<file path="src/rtl/pipe_control_if.sv">
// Handshake and strobe bundle between the pipeline controller (master)
// and the datapath / memory side (slave).
interface pipe_control_if #(
  parameter int CNT_W = 32
);
  logic             pipe_control_stall_in;
  logic             pipe_control_imem_req_out;
  logic             pipe_control_imem_ready_in;
  logic [6:0]       pipe_control_ins_data_in;
  logic             pipe_control_ir_set_val_out;
  logic             pipe_control_alu_en_out;
  logic             pipe_control_dmem_req_out;
  logic             pipe_control_dmem_we_out;
  logic             pipe_control_dmem_ready_in;
  logic             pipe_control_branch_taken_in;
  logic             pipe_control_reg_write_out;
  logic             pipe_control_pc_set_val_out;
  logic [1:0]       pipe_control_pc_mux_sel_out;
  logic             pipe_control_trap_out;
  logic [1:0]       pipe_control_trap_cause_out;
  logic [CNT_W-1:0] pipe_control_retired_count_out;
  logic [2:0]       pipe_control_state_out;

  modport master (
    input  pipe_control_stall_in, pipe_control_imem_ready_in, pipe_control_ins_data_in,
           pipe_control_dmem_ready_in, pipe_control_branch_taken_in,
    output pipe_control_imem_req_out, pipe_control_ir_set_val_out, pipe_control_alu_en_out,
           pipe_control_dmem_req_out, pipe_control_dmem_we_out, pipe_control_reg_write_out,
           pipe_control_pc_set_val_out, pipe_control_pc_mux_sel_out, pipe_control_trap_out,
           pipe_control_trap_cause_out, pipe_control_retired_count_out, pipe_control_state_out
  );

  modport slave (
    output pipe_control_stall_in, pipe_control_imem_ready_in, pipe_control_ins_data_in,
           pipe_control_dmem_ready_in, pipe_control_branch_taken_in,
    input  pipe_control_imem_req_out, pipe_control_ir_set_val_out, pipe_control_alu_en_out,
           pipe_control_dmem_req_out, pipe_control_dmem_we_out, pipe_control_reg_write_out,
           pipe_control_pc_set_val_out, pipe_control_pc_mux_sel_out, pipe_control_trap_out,
           pipe_control_trap_cause_out, pipe_control_retired_count_out, pipe_control_state_out
  );
endinterface

</file>
<file path="src/rtl/pipe_control.sv">
// Multi-cycle pipeline sequencer: fetch, decode, execute, memory, writeback
// with illegal-opcode and bus-timeout traps.
//
//  state | meaning
//  IF    | fetch request, wait for imem ready (timeout -> TRAP)
//  ID    | legality check of latched opcode
//  EX    | one-cycle ALU enable
//  MEM   | data access for LOAD/STORE (timeout -> TRAP)
//  WB    | register write / PC update, retire
//  TRAP  | vector PC to trap handler
module pipe_control #(
  parameter int CNT_W        = 32,
  parameter int MEM_WAIT_MAX = 15
) (
  input logic           pipe_control_clock_in,
  input logic           pipe_control_reset_in,
  pipe_control_if.master bus
);

  typedef enum logic [2:0] {
    S_IF   = 3'b000,
    S_ID   = 3'b001,
    S_EX   = 3'b011,
    S_MEM  = 3'b010,
    S_WB   = 3'b110,
    S_TRAP = 3'b111
  } state_t;

  localparam logic [6:0] OP_LOAD   = 7'b0000011;
  localparam logic [6:0] OP_STORE  = 7'b0100011;
  localparam logic [6:0] OP_IMM    = 7'b0010011;
  localparam logic [6:0] OP_REG    = 7'b0110011;
  localparam logic [6:0] OP_LUI    = 7'b0110111;
  localparam logic [6:0] OP_AUIPC  = 7'b0010111;
  localparam logic [6:0] OP_BRANCH = 7'b1100011;
  localparam logic [6:0] OP_JAL    = 7'b1101111;
  localparam logic [6:0] OP_JALR   = 7'b1100111;

  localparam int WAIT_W = (MEM_WAIT_MAX > 0) ? $clog2(MEM_WAIT_MAX + 1) : 1;
  localparam logic [WAIT_W-1:0] WAIT_LIM = WAIT_W'(MEM_WAIT_MAX);

  state_t             state_q, state_d;
  logic [6:0]         opcode_q, opcode_d;
  logic [WAIT_W-1:0]  wait_q, wait_d;
  logic [1:0]         cause_q, cause_d;
  logic [CNT_W-1:0]   retired_q, retired_d;

  logic       imem_req, ir_set, alu_en, dmem_req, dmem_we;
  logic       reg_write, pc_set, trap;
  logic [1:0] pc_sel;
  logic       stall, legal, is_mem, is_store, timeout_hit;

  assign stall       = bus.pipe_control_stall_in;
  assign is_store    = (opcode_q == OP_STORE);
  assign is_mem      = (opcode_q == OP_LOAD) || is_store;
  assign legal       = (opcode_q inside {OP_LOAD, OP_STORE, OP_IMM, OP_REG, OP_LUI,
                                         OP_AUIPC, OP_BRANCH, OP_JAL, OP_JALR});
  // A ready on the limit cycle is checked first, so it always wins.
  assign timeout_hit = (MEM_WAIT_MAX > 0) && (wait_q == WAIT_LIM);

  // State and bookkeeping registers; reset overrides stall and any access.
  always_ff @(posedge pipe_control_clock_in) begin
    if (pipe_control_reset_in) begin
      state_q   <= S_IF;
      opcode_q  <= '0;
      wait_q    <= '0;
      cause_q   <= '0;
      retired_q <= '0;
    end else begin
      state_q   <= state_d;
      opcode_q  <= opcode_d;
      wait_q    <= wait_d;
      cause_q   <= cause_d;
      retired_q <= retired_d;
    end
  end

  // Next-state and strobe decode; a stall freezes all register updates.
  always_comb begin
    state_d   = state_q;
    opcode_d  = opcode_q;
    wait_d    = wait_q;
    cause_d   = cause_q;
    retired_d = retired_q;
    imem_req  = 1'b0;
    ir_set    = 1'b0;
    alu_en    = 1'b0;
    dmem_req  = 1'b0;
    dmem_we   = 1'b0;
    reg_write = 1'b0;
    pc_set    = 1'b0;
    pc_sel    = 2'b00;
    trap      = 1'b0;
    case (state_q)
      S_IF: begin
        imem_req = 1'b1;
        if (!stall) begin
          if (bus.pipe_control_imem_ready_in) begin
            ir_set   = 1'b1;
            opcode_d = bus.pipe_control_ins_data_in;
            state_d  = S_ID;
          end else if (timeout_hit) begin
            cause_d = 2'b10;
            state_d = S_TRAP;
          end else begin
            wait_d = wait_q + 1'b1;
          end
        end
      end
      S_ID: begin
        if (!stall) begin
          if (legal) begin
            state_d = S_EX;
          end else begin
            cause_d = 2'b01;
            state_d = S_TRAP;
          end
        end
      end
      S_EX: begin
        alu_en = !stall;
        if (!stall) begin
          if (is_mem) begin
            wait_d  = '0;
            state_d = S_MEM;
          end else begin
            state_d = S_WB;
          end
        end
      end
      S_MEM: begin
        dmem_req = 1'b1;
        dmem_we  = is_store;
        if (!stall) begin
          if (bus.pipe_control_dmem_ready_in) begin
            state_d = S_WB;
          end else if (timeout_hit) begin
            cause_d = 2'b10;
            state_d = S_TRAP;
          end else begin
            wait_d = wait_q + 1'b1;
          end
        end
      end
      S_WB: begin
        pc_set    = !stall;
        reg_write = !stall && !is_store && (opcode_q != OP_BRANCH);
        if ((opcode_q == OP_JAL) || (opcode_q == OP_JALR)) begin
          pc_sel = 2'b10;
        end else if ((opcode_q == OP_BRANCH) && bus.pipe_control_branch_taken_in) begin
          pc_sel = 2'b01;
        end
        if (!stall) begin
          retired_d = retired_q + 1'b1;
          wait_d    = '0;
          state_d   = S_IF;
        end
      end
      S_TRAP: begin
        trap   = 1'b1;
        pc_set = !stall;
        pc_sel = 2'b11;
        if (!stall) begin
          wait_d  = '0;
          state_d = S_IF;
        end
      end
      default: state_d = S_IF;
    endcase
  end

  // Every output reads zero while reset is held.
  logic run;
  assign run = !pipe_control_reset_in;

  assign bus.pipe_control_imem_req_out      = run & imem_req;
  assign bus.pipe_control_ir_set_val_out    = run & ir_set;
  assign bus.pipe_control_alu_en_out        = run & alu_en;
  assign bus.pipe_control_dmem_req_out      = run & dmem_req;
  assign bus.pipe_control_dmem_we_out       = run & dmem_we;
  assign bus.pipe_control_reg_write_out     = run & reg_write;
  assign bus.pipe_control_pc_set_val_out    = run & pc_set;
  assign bus.pipe_control_pc_mux_sel_out    = {2{run}} & pc_sel;
  assign bus.pipe_control_trap_out          = run & trap;
  assign bus.pipe_control_trap_cause_out    = {2{run}} & cause_q;
  assign bus.pipe_control_retired_count_out = {CNT_W{run}} & retired_q;
  assign bus.pipe_control_state_out         = {3{run}} & state_q;

endmodule
</file>
<file path="src/flat_wrapper.sv">
// flat-port wrapper written by rule: the top's interface ports become plain ports
module pipe_control_flat 
#(
  parameter int CNT_W        = 32,
  parameter int MEM_WAIT_MAX = 15
)
  (pipe_control_clock_in, pipe_control_reset_in, bus_pipe_control_stall_in, bus_pipe_control_imem_ready_in, bus_pipe_control_ins_data_in, bus_pipe_control_dmem_ready_in, bus_pipe_control_branch_taken_in, bus_pipe_control_imem_req_out, bus_pipe_control_ir_set_val_out, bus_pipe_control_alu_en_out, bus_pipe_control_dmem_req_out, bus_pipe_control_dmem_we_out, bus_pipe_control_reg_write_out, bus_pipe_control_pc_set_val_out, bus_pipe_control_pc_mux_sel_out, bus_pipe_control_trap_out, bus_pipe_control_trap_cause_out, bus_pipe_control_retired_count_out, bus_pipe_control_state_out);
  pipe_control_if #(.CNT_W(CNT_W)) bus_i ();
  input logic pipe_control_clock_in;
  input logic pipe_control_reset_in;
  input wire logic [$bits(bus_i.pipe_control_stall_in)-1:0] bus_pipe_control_stall_in;
  input wire logic [$bits(bus_i.pipe_control_imem_ready_in)-1:0] bus_pipe_control_imem_ready_in;
  input wire logic [$bits(bus_i.pipe_control_ins_data_in)-1:0] bus_pipe_control_ins_data_in;
  input wire logic [$bits(bus_i.pipe_control_dmem_ready_in)-1:0] bus_pipe_control_dmem_ready_in;
  input wire logic [$bits(bus_i.pipe_control_branch_taken_in)-1:0] bus_pipe_control_branch_taken_in;
  output wire logic [$bits(bus_i.pipe_control_imem_req_out)-1:0] bus_pipe_control_imem_req_out;
  output wire logic [$bits(bus_i.pipe_control_ir_set_val_out)-1:0] bus_pipe_control_ir_set_val_out;
  output wire logic [$bits(bus_i.pipe_control_alu_en_out)-1:0] bus_pipe_control_alu_en_out;
  output wire logic [$bits(bus_i.pipe_control_dmem_req_out)-1:0] bus_pipe_control_dmem_req_out;
  output wire logic [$bits(bus_i.pipe_control_dmem_we_out)-1:0] bus_pipe_control_dmem_we_out;
  output wire logic [$bits(bus_i.pipe_control_reg_write_out)-1:0] bus_pipe_control_reg_write_out;
  output wire logic [$bits(bus_i.pipe_control_pc_set_val_out)-1:0] bus_pipe_control_pc_set_val_out;
  output wire logic [$bits(bus_i.pipe_control_pc_mux_sel_out)-1:0] bus_pipe_control_pc_mux_sel_out;
  output wire logic [$bits(bus_i.pipe_control_trap_out)-1:0] bus_pipe_control_trap_out;
  output wire logic [$bits(bus_i.pipe_control_trap_cause_out)-1:0] bus_pipe_control_trap_cause_out;
  output wire logic [$bits(bus_i.pipe_control_retired_count_out)-1:0] bus_pipe_control_retired_count_out;
  output wire logic [$bits(bus_i.pipe_control_state_out)-1:0] bus_pipe_control_state_out;
  assign bus_i.pipe_control_stall_in = bus_pipe_control_stall_in;
  assign bus_i.pipe_control_imem_ready_in = bus_pipe_control_imem_ready_in;
  assign bus_i.pipe_control_ins_data_in = bus_pipe_control_ins_data_in;
  assign bus_i.pipe_control_dmem_ready_in = bus_pipe_control_dmem_ready_in;
  assign bus_i.pipe_control_branch_taken_in = bus_pipe_control_branch_taken_in;
  assign bus_pipe_control_imem_req_out = bus_i.pipe_control_imem_req_out;
  assign bus_pipe_control_ir_set_val_out = bus_i.pipe_control_ir_set_val_out;
  assign bus_pipe_control_alu_en_out = bus_i.pipe_control_alu_en_out;
  assign bus_pipe_control_dmem_req_out = bus_i.pipe_control_dmem_req_out;
  assign bus_pipe_control_dmem_we_out = bus_i.pipe_control_dmem_we_out;
  assign bus_pipe_control_reg_write_out = bus_i.pipe_control_reg_write_out;
  assign bus_pipe_control_pc_set_val_out = bus_i.pipe_control_pc_set_val_out;
  assign bus_pipe_control_pc_mux_sel_out = bus_i.pipe_control_pc_mux_sel_out;
  assign bus_pipe_control_trap_out = bus_i.pipe_control_trap_out;
  assign bus_pipe_control_trap_cause_out = bus_i.pipe_control_trap_cause_out;
  assign bus_pipe_control_retired_count_out = bus_i.pipe_control_retired_count_out;
  assign bus_pipe_control_state_out = bus_i.pipe_control_state_out;
  pipe_control #(.CNT_W(CNT_W), .MEM_WAIT_MAX(MEM_WAIT_MAX)) u_core (.pipe_control_clock_in(pipe_control_clock_in), .pipe_control_reset_in(pipe_control_reset_in), .bus(bus_i));
endmodule
</file>
<file path="config.mk">
export PLATFORM = sky130hd
export DESIGN_NAME = pipe_control_flat
export DESIGN_NICKNAME = d
export VERILOG_FILES = /design/src/rtl/pipe_control_if.sv /design/src/rtl/pipe_control.sv /design/src/flat_wrapper.sv
export SDC_FILE = /design/constraint.sdc
export NUM_CORES = 1
export LEC_CHECK = 0
export BUFFER_PORTS_ARGS = -buffer_cell sky130_fd_sc_hd__buf_2
export CAP_MARGIN = 20
export CORE_MARGIN = 4
export CORE_UTILIZATION = 40
export CTS_CLUSTER_SIZE = 16
export DETAILED_ROUTE_END_ITERATION = 7
export HOLD_SLACK_MARGIN = 0.03
export SYNTH_ARGS = -nofsm -noshare
export SYNTH_HDL_FRONTEND = slang
export SYNTH_SLANG_ARGS = --single-unit
</file>
<file path="constraint.sdc">
create_clock -name pipe_control_clock_in -period 4.8 [get_ports pipe_control_clock_in]
set_clock_uncertainty 0.15 [all_clocks]
set_input_delay 0.96 -clock pipe_control_clock_in [delete_from_list [all_inputs] [get_ports pipe_control_clock_in]]
set_output_delay 0.96 -clock pipe_control_clock_in [all_outputs]
set_load 0.02 [all_outputs]
</file>
==> flow_metrics.tcl, run 1 <==
set metrics [dict create \
    port_buffers 59 \
    nFillCells 650 \
    fin_crit_ns 3.20 \
    dp_cells 461 \
    finalNetCount 406 \
    grt_pass1_wl_mm 10.9 \
    synth.yosys.seq_area_share_pct 35.8 \
    r2r_end "u_core.retired_q[23]" \
    leakage_nw 1.25 \
    globalplace.congestion 0.814 \
    cp_cell_sequence "buf_2, buf_4, nor2b_1, buf_2" \
    numCtsBuffers 5 \
    status "finished, final reports clean" \
    crit_type "in2out" \
    yosys_warnings 0 \
    peakVddDrop_mv 0.108 \
    cts_resized 0 \
    ios 60 \
    reg2reg_depth 4 \
    drt-pass1-iter-count 4 \
    holdPathStages 2 \
    synthToLayoutAreaGrowth_pct 16.6 \
    hp-class "reg2reg" \
    cts_setup_buffers 0 \
    synth_top_area_cell "dfxtp_1" \
    fin_area_mm2 0.00313 \
    cts_buffer_depth 2 \
    synth-edff-count 0 \
    synthTopCellsByArea "dfxtp_1, nor2b_1, mux2_2" \
    die_y_um 90.0 \
    grt-busiest-layer "met2" \
    fmax_mhz 312 \
    final_cells 469 \
    use_met2_pct 25.0 \
    hold_viol_final 0 \
    ys_seq_elements 48 \
    cp-start-kind "input port" \
    gr-usage-met3_pct 3.42 \
    antenna_found_initial 0 \
    drv_cap 0 \
    core_area_mm2 0.00642 \
    synth_cell_type_count 46 \
    diodes 0 \
    cts.sinks 48 \
    async_flop_share_pct 0 \
    grt_start_max_net_pins 38 \
    reg2reg_slack_ns 1.91 \
    cts_tree "yes" \
    drc_errors 0 \
    rsz0062_at_grt "no" \
    globalRouteMet1Util_pct 21.8 \
    placed_area_mm2 0.00301 \
    initialDrtViolationCount 158 \
    row_count 29 \
    synthFlopType "dfxtp_1" \
    syn_area_per_cell_um2 7.88 \
    power.total_mw 0.791 \
    whs_ns 0.312 \
    hold_path_end "u_core.opcode_q[5]" \
    cp.required_ns 3.69 \
    drive_above_1_share_pct 23.2 \
    rr_startpoint "u_core.state_q[2]" \
    slew-limit-headroom_pct 34.6 \
    syn_inst 341 \
    crit_path_end_kind "output port" \
    cp.arrival_ns 2.09 \
    finalWirelength_mm 6.58 \
    dp_worst_setup_slack_ns 1.54 \
    max_stage_delay_ns 0.42 \
    p_per_area_mw_per_mm2 252 \
    grt_pass1_vias 2348 \
    path_common_cell "buf_2" \
    antenna_left 0 \
    ctsHtreeMaxLevel 2 \
    initial_core_util_pct 41.8 \
    clk_pin_slew_ns 0.09 \
    slowest_stage "buf_4" \
    mappedNetlistArea_mm2 0.00269 \
    hold_start "u_core.opcode_q[5]" \
    hold_buffers 0 \
    viasPerCell 5.49 \
    die-area_mm2 0.00809 \
    synth_top_area_share_pct 35.8 \
    fin_ws_ns 1.60 \
    cts_root_buffer "clkbuf_8" \
    syn-num-nets 356 \
    worst_pin_slew_ns 0.971 \
    cp_max_fo 37 \
    dpl.hpwl_mm 4.74 \
    clkLatencyLatePin_ns 0.30 \
    fin_crit_sh_pct 66.7 \
    slew_violations 0 \
    die_x_um 90.0 \
    gr-total-overflow 0 \
    wire_per_inst_um 14.0 \
    fin_util_pct 48.8 \
    finalSetupViolations 0 \
    via_count 2575 \
    gr-usage-all-layers_pct 15.7 \
    setup_tns_ns 0 \
]
synth_stat cells (5+ instances only):
| cell | number |
|---|---|
| nor2b_1 | 33 |
| nor2_1 | 39 |
| mux2_2 | 17 |
| nand4_1 | 9 |
| o21ai_0 | 11 |
| nand2_1 | 24 |
| or3_1 | 9 |
| nor4_1 | 10 |
| xnor2_1 | 7 |
| inv_1 | 12 |
| nand3_1 | 22 |
| dfxtp_1 | 48 |
| a21oi_1 | 19 |
| clkbuf_1 | 13 |
| and3_1 | 5 |
| nor3_1 | 15 |
logic make-up after synthesis:
| logic type | share of synthesized area [%] |
|---|---|
| AO/OA/AOI/OAI | 11.6 |
| flip-flops | 35.8 |
| AND/OR/NAND/NOR | 36.0 |
| XOR/XNOR | 2.61 |
| adder cells (fa/ha/maj) | 0.931 |
| multiplexers | 7.87 |
| buffers and inverters | 5.26 |
cell type report:
class	instances	area [um^2]	area share [%]
Multi-Input combinational cell	261	1580	50.6
Sequential cell	48	961	30.7
Timing Repair Buffer	63	325	10.4
Tap cell	77	96.3	3.08
Clock buffer	6	82.6	2.64
Inverter	12	45.0	1.44
Clock inverter	2	38.8	1.24
cell usage in the layout (no fill, tap or decap), types with 10 or more instances in the layout:
cell type and count:
nor4_1 10, dfxtp_1 48, nor3_1 15, nand2_1 24
nor2b_1 33, buf_2 59, inv_1 12, nand3_1 22
a21oi_1 19, mux2_2 17, nor2_1 39, o21ai_0 11
layer usage:
layer,up-vias,part of all wire [%]
met1,1188,49
met5,-,0
met2,61,45
met3,7,4.3
li1,1319,-
met4,0,1.0
sequential cells by signal, summed over array words and instances (netlist names):
register / flops
u_core.state_q: 3
u_core.wait_q: 4
u_core.opcode_q: 7
u_core.cause_q: 2
u_core.retired_q: 32
worst max-delay path: cells and delay by family:
family                 cells  cell delay (ns)
buffers and inverters      3             0.98
and+or+nand+nor            1             0.14
how the worst max path moves through the flow:
stage | startpoint | endpoint
after CTS | pipe_control_reset_in | bus_pipe_control_trap_cause_out[0]
after floorplan | pipe_control_reset_in | bus_pipe_control_alu_en_out
after global placement | bus_pipe_control_stall_in | u_core.retired_q[23]
after detailed placement | bus_pipe_control_stall_in | u_core.retired_q[23]
final | pipe_control_reset_in | bus_pipe_control_trap_cause_out[0]
after global routing | pipe_control_reset_in | bus_pipe_control_reg_write_out
power breakdown:
group	switching [mW]	total, mW	internal (mW)
Combinational	0.0408	0.0650	0.0242
Sequential	0.0111	0.416	0.405
Clock	0.140	0.310	0.171
(Power assumes the default switching activity.)
==> run 2, diff against run 1 <==
- ABC_AREA: default -> 1
- clock period: 4.8 -> 3 ns (I/O delays scaled with it)
==> flow_metrics.tcl, run 2 <==
set metrics [dict create \
    status "finished, final reports clean" \
    worst_pin_slew_ns 0.513 \
    drv_cap 0 \
    clk_pin_slew_ns 0.09 \
    drc_errors 0 \
    synth-edff-count 0 \
    numCtsBuffers 5 \
    die-area_mm2 0.00887 \
    initialDrtViolationCount 132 \
    ff_latch_area_um2 961 \
    top_register "u_core.retired_q" \
    cts_tree "yes" \
    crit_path_end_kind "output port" \
    synth_top_area_cell "dfxtp_1" \
    placed_area_mm2 0.00335 \
    hp-class "reg2reg" \
    path_common_cell "buf_2" \
    diodes 0 \
    dp_worst_setup_slack_ns 0.559 \
    fin_area_mm2 0.00345 \
    globalplace.congestion 0.865 \
    cts_setup_buffers 0 \
    dpl.hpwl_mm 5.92 \
    fin_crit_ns 2.43 \
    via_count 3178 \
    synthFlopType "dfxtp_1" \
    critical_path.top_delay_family "buffers and inverters" \
    fin_crit_sh_pct 81.2 \
    synth_cell_type_count 25 \
    yosys_warnings 0 \
    setup_tns_ns 0 \
    largest_register_ffs 32 \
    cp_max_fo 29 \
    syn-num-nets 531 \
    slowest_stage "buf_2" \
    cts_root_buffer "clkbuf_8" \
    whs_ns 0.330 \
    antenna_found_initial 0 \
    p_per_area_mw_per_mm2 351 \
    rsz0062_at_grt "no" \
    synthTopCellsByArea "dfxtp_1, nand2_1, nor2_1" \
    grt_pass1_wl_mm 13.4 \
    dp_cells 663 \
    drive_above_1_share_pct 14.5 \
    clkLatencyLatePin_ns 0.30 \
    wire_per_inst_um 11.5 \
    synthTopCellsByCount "nand2_1, nor2_1, inv_1, dfxtp_1, nand3_1" \
    p_sw_mw 0.330 \
    pwr-share-comb_pct 10.8 \
    grt_start_max_net_pins 31 \
    hold_buffers 0 \
    synthToLayoutAreaGrowth_pct 16.1 \
    ctsHtreeMaxLevel 2 \
    syn_area_per_cell_um2 5.75 \
    async_flop_share_pct 0 \
    mappedNetlistArea_mm2 0.00297 \
    hold_viol_final 0 \
    peakVddDrop_mv 0.178 \
    finalWirelength_mm 7.73 \
    port_buffers 59 \
    gr-usage-all-layers_pct 18.6 \
    row_count 31 \
    syn_inst 516 \
    final_cells 671 \
    cp.required_ns 2.25 \
    p_clk_share_pct 33.8 \
    cts_resized 0 \
    ios 60 \
    cp.arrival_ns 1.68 \
    die_x_um 94.2 \
    p_sw_share_pct 27.3 \
    final_common_cell "nand2_1" \
    grt_pass1_vias 3072 \
    top_regs "u_core.retired_q (32), u_core.opcode_q (7), u_core.wait_q (4)" \
    leakage_nw 1.51 \
    synth.yosys.seq_area_share_pct 32.4 \
    viasPerCell 4.74 \
    max_stage_delay_ns 0.41 \
    fin_util_pct 47.8 \
    multi_input_area_mm2 0.00164 \
    drt-pass1-iter-count 4 \
    nFillCells 809 \
    slew-limit-headroom_pct 65.5 \
    fin_ws_ns 0.565 \
    cts.sinks 48 \
    slew_violations 0 \
    cp_cell_sequence "buf_2, buf_4, nor2_1, buf_2" \
    power.total_mw 1.21 \
    finalNetCount 586 \
    crit_type "in2out" \
    final_cell_mix "nand2_1, nor2_1, inv_1" \
    ys_seq_elements 48 \
    gr-total-overflow 0 \
    cts_buffer_depth 2 \
    core_area_mm2 0.00721 \
    p_int_mw 0.879 \
    power_frac_seq_pct 55.4 \
    initial_core_util_pct 41.2 \
    synth_top_area_share_pct 32.4 \
    crit_buf_inv 3 \
    cp-start-kind "input port" \
    synth.most_common_cell "nand2_1" \
    die_y_um 94.2 \
    antenna_left 0 \
    finalSetupViolations 0 \
    fmax_mhz 411 \
]
-- run 2: cell count changes after synthesis, moves of 17 or more --
cell | previous run | this run
nand2_1 | 24 | 117
nand3_1 | 22 | 39
nor2_1 | 39 | 111
mux2_2 | 17 | 0
nor2b_1 | 33 | 0
inv_1 | 12 | 81
-- run 2: routing by layer --
metal	global-route usage, %	part of all wire [%]
met4	6.14	1.7
met2	33.6	47
met1	21.9	46
met5	0	0
met3	3.45	5.5
-- run 2: path summary, 6_finish.rpt --
check / from / end / slack (ns) / depth (start not counted)
worst max register to register: u_core.state_q[1] / u_core.retired_q[23] / 0.81 / 9
worst max-delay path: pipe_control_reset_in / bus_pipe_control_trap_cause_out[1] / 0.57 / 4
worst min-delay path: u_core.opcode_q[2] / u_core.opcode_q[2] / 0.33 / 2
worst min register to register: u_core.opcode_q[2] / u_core.opcode_q[2] / 0.33 / 2
-- run 2: cell type report --
cell class | instances | area share (%)
clock inverter | 2 | 0.290
tap | 99 | 3.59
clock buffer | 6 | 2.40
multi-input combinational | 371 | 47.6
inverter | 83 | 9.04
timing repair buffer | 62 | 9.22
sequential | 48 | 27.9
-- run 2: cell families after synthesis --
family          synth area share (%)
simple gates                    42.9
compound gates                  11.3
buf+inv                         12.4
xor+xnor                       0.295
fa+ha+maj                      0.843
flops                           32.4
-- run 2: worst reg2reg max path: stages (launching register included) --
cell,delay (ns)
dfxtp_1,0.53
nand2_2,0.11
nor2_2,0.22
nand2_2,0.24
nor2_4,0.21
nand2_2,0.10
nor2_2,0.23
nand2_1,0.11
o21ai_1,0.15
nor2_1,0.05
-- run 2: power by group through the flow --
stage	logic, mW	clock network, mW	registers (mW)
3_3_place_gp	0.130	0	0.683
2_1_floorplan	0.101	0	0.676
5_1_grt	0.151	0.449	0.672
4_1_cts	0.132	0.428	0.669
3_5_place_dp	0.131	0	0.684
6_report	0.131	0.409	0.669
==> run 3, diff against run 2 <==
- ABC_AREA: 1 -> 0
- clock period: 3 -> 2.4 ns (I/O delays scaled with it)
==> flow_metrics.tcl, run 3 (synthesis results as in run 1) <==
set metrics [dict create \
    p_per_area_mw_per_mm2 445 \
    nFillCells 634 \
    gr-total-overflow 0 \
    cp_max_fo 3 \
    whs_ns 0.278 \
    final_common_cell "buf_2" \
    clkLatencyLatePin_ns 0.30 \
    grt_start_max_net_pins 60 \
    die_x_um 90.0 \
    ctsHtreeMaxLevel 2 \
    fin_crit_ns 2.26 \
    cts_root_buffer "clkbuf_8" \
    finalNetCount 425 \
    via_count 2584 \
    cp.required_ns 1.77 \
    antenna_left 0 \
    power.total_mw 1.47 \
    drv_cap 0 \
    cts_tree "yes" \
    gr-usage-all-layers_pct 16.4 \
    hold_buffers 0 \
    port_buffers 59 \
    peakVddDrop_mv 0.291 \
    die_y_um 90.0 \
    grt_pass1_wl_mm 11.3 \
    die-area_mm2 0.00809 \
    initial_core_util_pct 41.8 \
    row_count 29 \
    dp_worst_setup_slack_ns -0.124 \
    globalplace.congestion 0.814 \
    grt_pass1_vias 2456 \
    final_cell_mix "buf_2, dfxtp_1, nor2_1" \
    finalWirelength_mm 6.63 \
    viasPerCell 5.30 \
    finalSetupViolations 0 \
    initialDrtViolationCount 148 \
    drive_above_1_share_pct 28.5 \
    worst_pin_slew_ns 0.503 \
    dpl.hpwl_mm 4.97 \
    rsz0062_at_grt "no" \
    core_area_mm2 0.00642 \
    status "finished, final reports clean" \
    drt-pass1-iter-count 4 \
    crit_path_end_kind "output port" \
    diodes 0 \
    drc_errors 0 \
    hp-class "in2reg" \
    cp.arrival_ns 1.63 \
    cts.sinks 48 \
    leakage_nw 1.34 \
    largest_register_ffs 32 \
    slew_violations 0 \
    antenna_found_initial 0 \
    numCtsBuffers 5 \
    fin_ws_ns 0.142 \
    ios 60 \
    slew-limit-headroom_pct 66.2 \
    cp-start-kind "register" \
    clk_pin_slew_ns 0.08 \
    cts_buffer_depth 2 \
    hold_viol_final 0 \
    crit_type "reg2out" \
    wire_per_inst_um 13.6 \
    top_regs "u_core.retired_q (32), u_core.opcode_q (7), u_core.wait_q (4)" \
    top_register "u_core.retired_q" \
    synthToLayoutAreaGrowth_pct 22.8 \
    fmax_mhz 443 \
    fin_crit_sh_pct 94.1 \
    setup_tns_ns 0 \
]
==> run 3: changes by cell type in the layout (fill, tap and decap cells not counted), sizes merged, moves of 20 or more <==
cell   before  now
inv        83   12
nor2      117   39
nor2b       0   33
nand2     121   24
buf        62   82
o21ai      31   11
==> run 3: power by group <==
part / total (mW) / switching, mW / internal, mW
clock: 0.491 / 0.256 / 0.235
sequential: 0.821 / 0.0112 / 0.810
combinational: 0.156 / 0.0962 / 0.0595
total: 1.47 / 0.363 / 1.10
==> run 3: repair_timing <==
item | in CTS | in global routing
cloned | 0 | 0
resized for setup | 1 | 7
endpoints found under the setup margin | 1 | 5
buffers inserted | 0 | 0
pin swaps | 0 | 0
==> run 3: final timing paths <==
path,from,slack [ns],cells after the start,to
setup / recovery,u_core.opcode_q[0],0.14,5,bus_pipe_control_pc_mux_sel_out[0]
hold / removal,bus_pipe_control_ins_data_in[0],0.28,3,u_core.opcode_q[0]
setup reg to reg,u_core.state_q[1],0.19,4,u_core.retired_q[22]
hold reg to reg,u_core.opcode_q[1],0.33,2,u_core.opcode_q[1]
==> run 3: area by class of cell <==
| class | count | area (um^2) | area share [%] |
|---|---|---|---|
| sequential | 48 | 962 | 29.2 |
| inverter | 12 | 45.0 | 1.37 |
| multi-input combinational | 261 | 1620 | 49.1 |
| timing repair buffer | 82 | 484 | 14.7 |
| tap | 77 | 96.3 | 2.92 |
| clock buffer | 8 | 90.1 | 2.73 |
==> run 3: critical path, cell delays in order, from the launching register on <==
cell and delay (ns):
dfxtp_1 0.35, nor4bb_2 0.33, nor2b_2 0.23, nand4_1 0.10, a21oi_1 0.15, buf_2 0.17
==> run 3: metrics by stage <==
stage / cell area, um^2 / instances / util (%)
floorplan: 2700 / 341 / -
global placement: 3180 / 480 / 49.5
detailed placement: 3180 / 480 / 49.5
CTS: 3270 / 488 / 50.9
global route: 3300 / 488 / 51.4
finish: 3300 / 488 / 51.4
==> run 3: metal layers <==
layer,vias to the layer above,track usage (%),part of all wire (%)
li1,1349,-,-
met1,1185,21.2,48
met2,42,27.1,46
met3,8,4.26,4.1
met4,0,4.46,1.1
met5,-,0,0
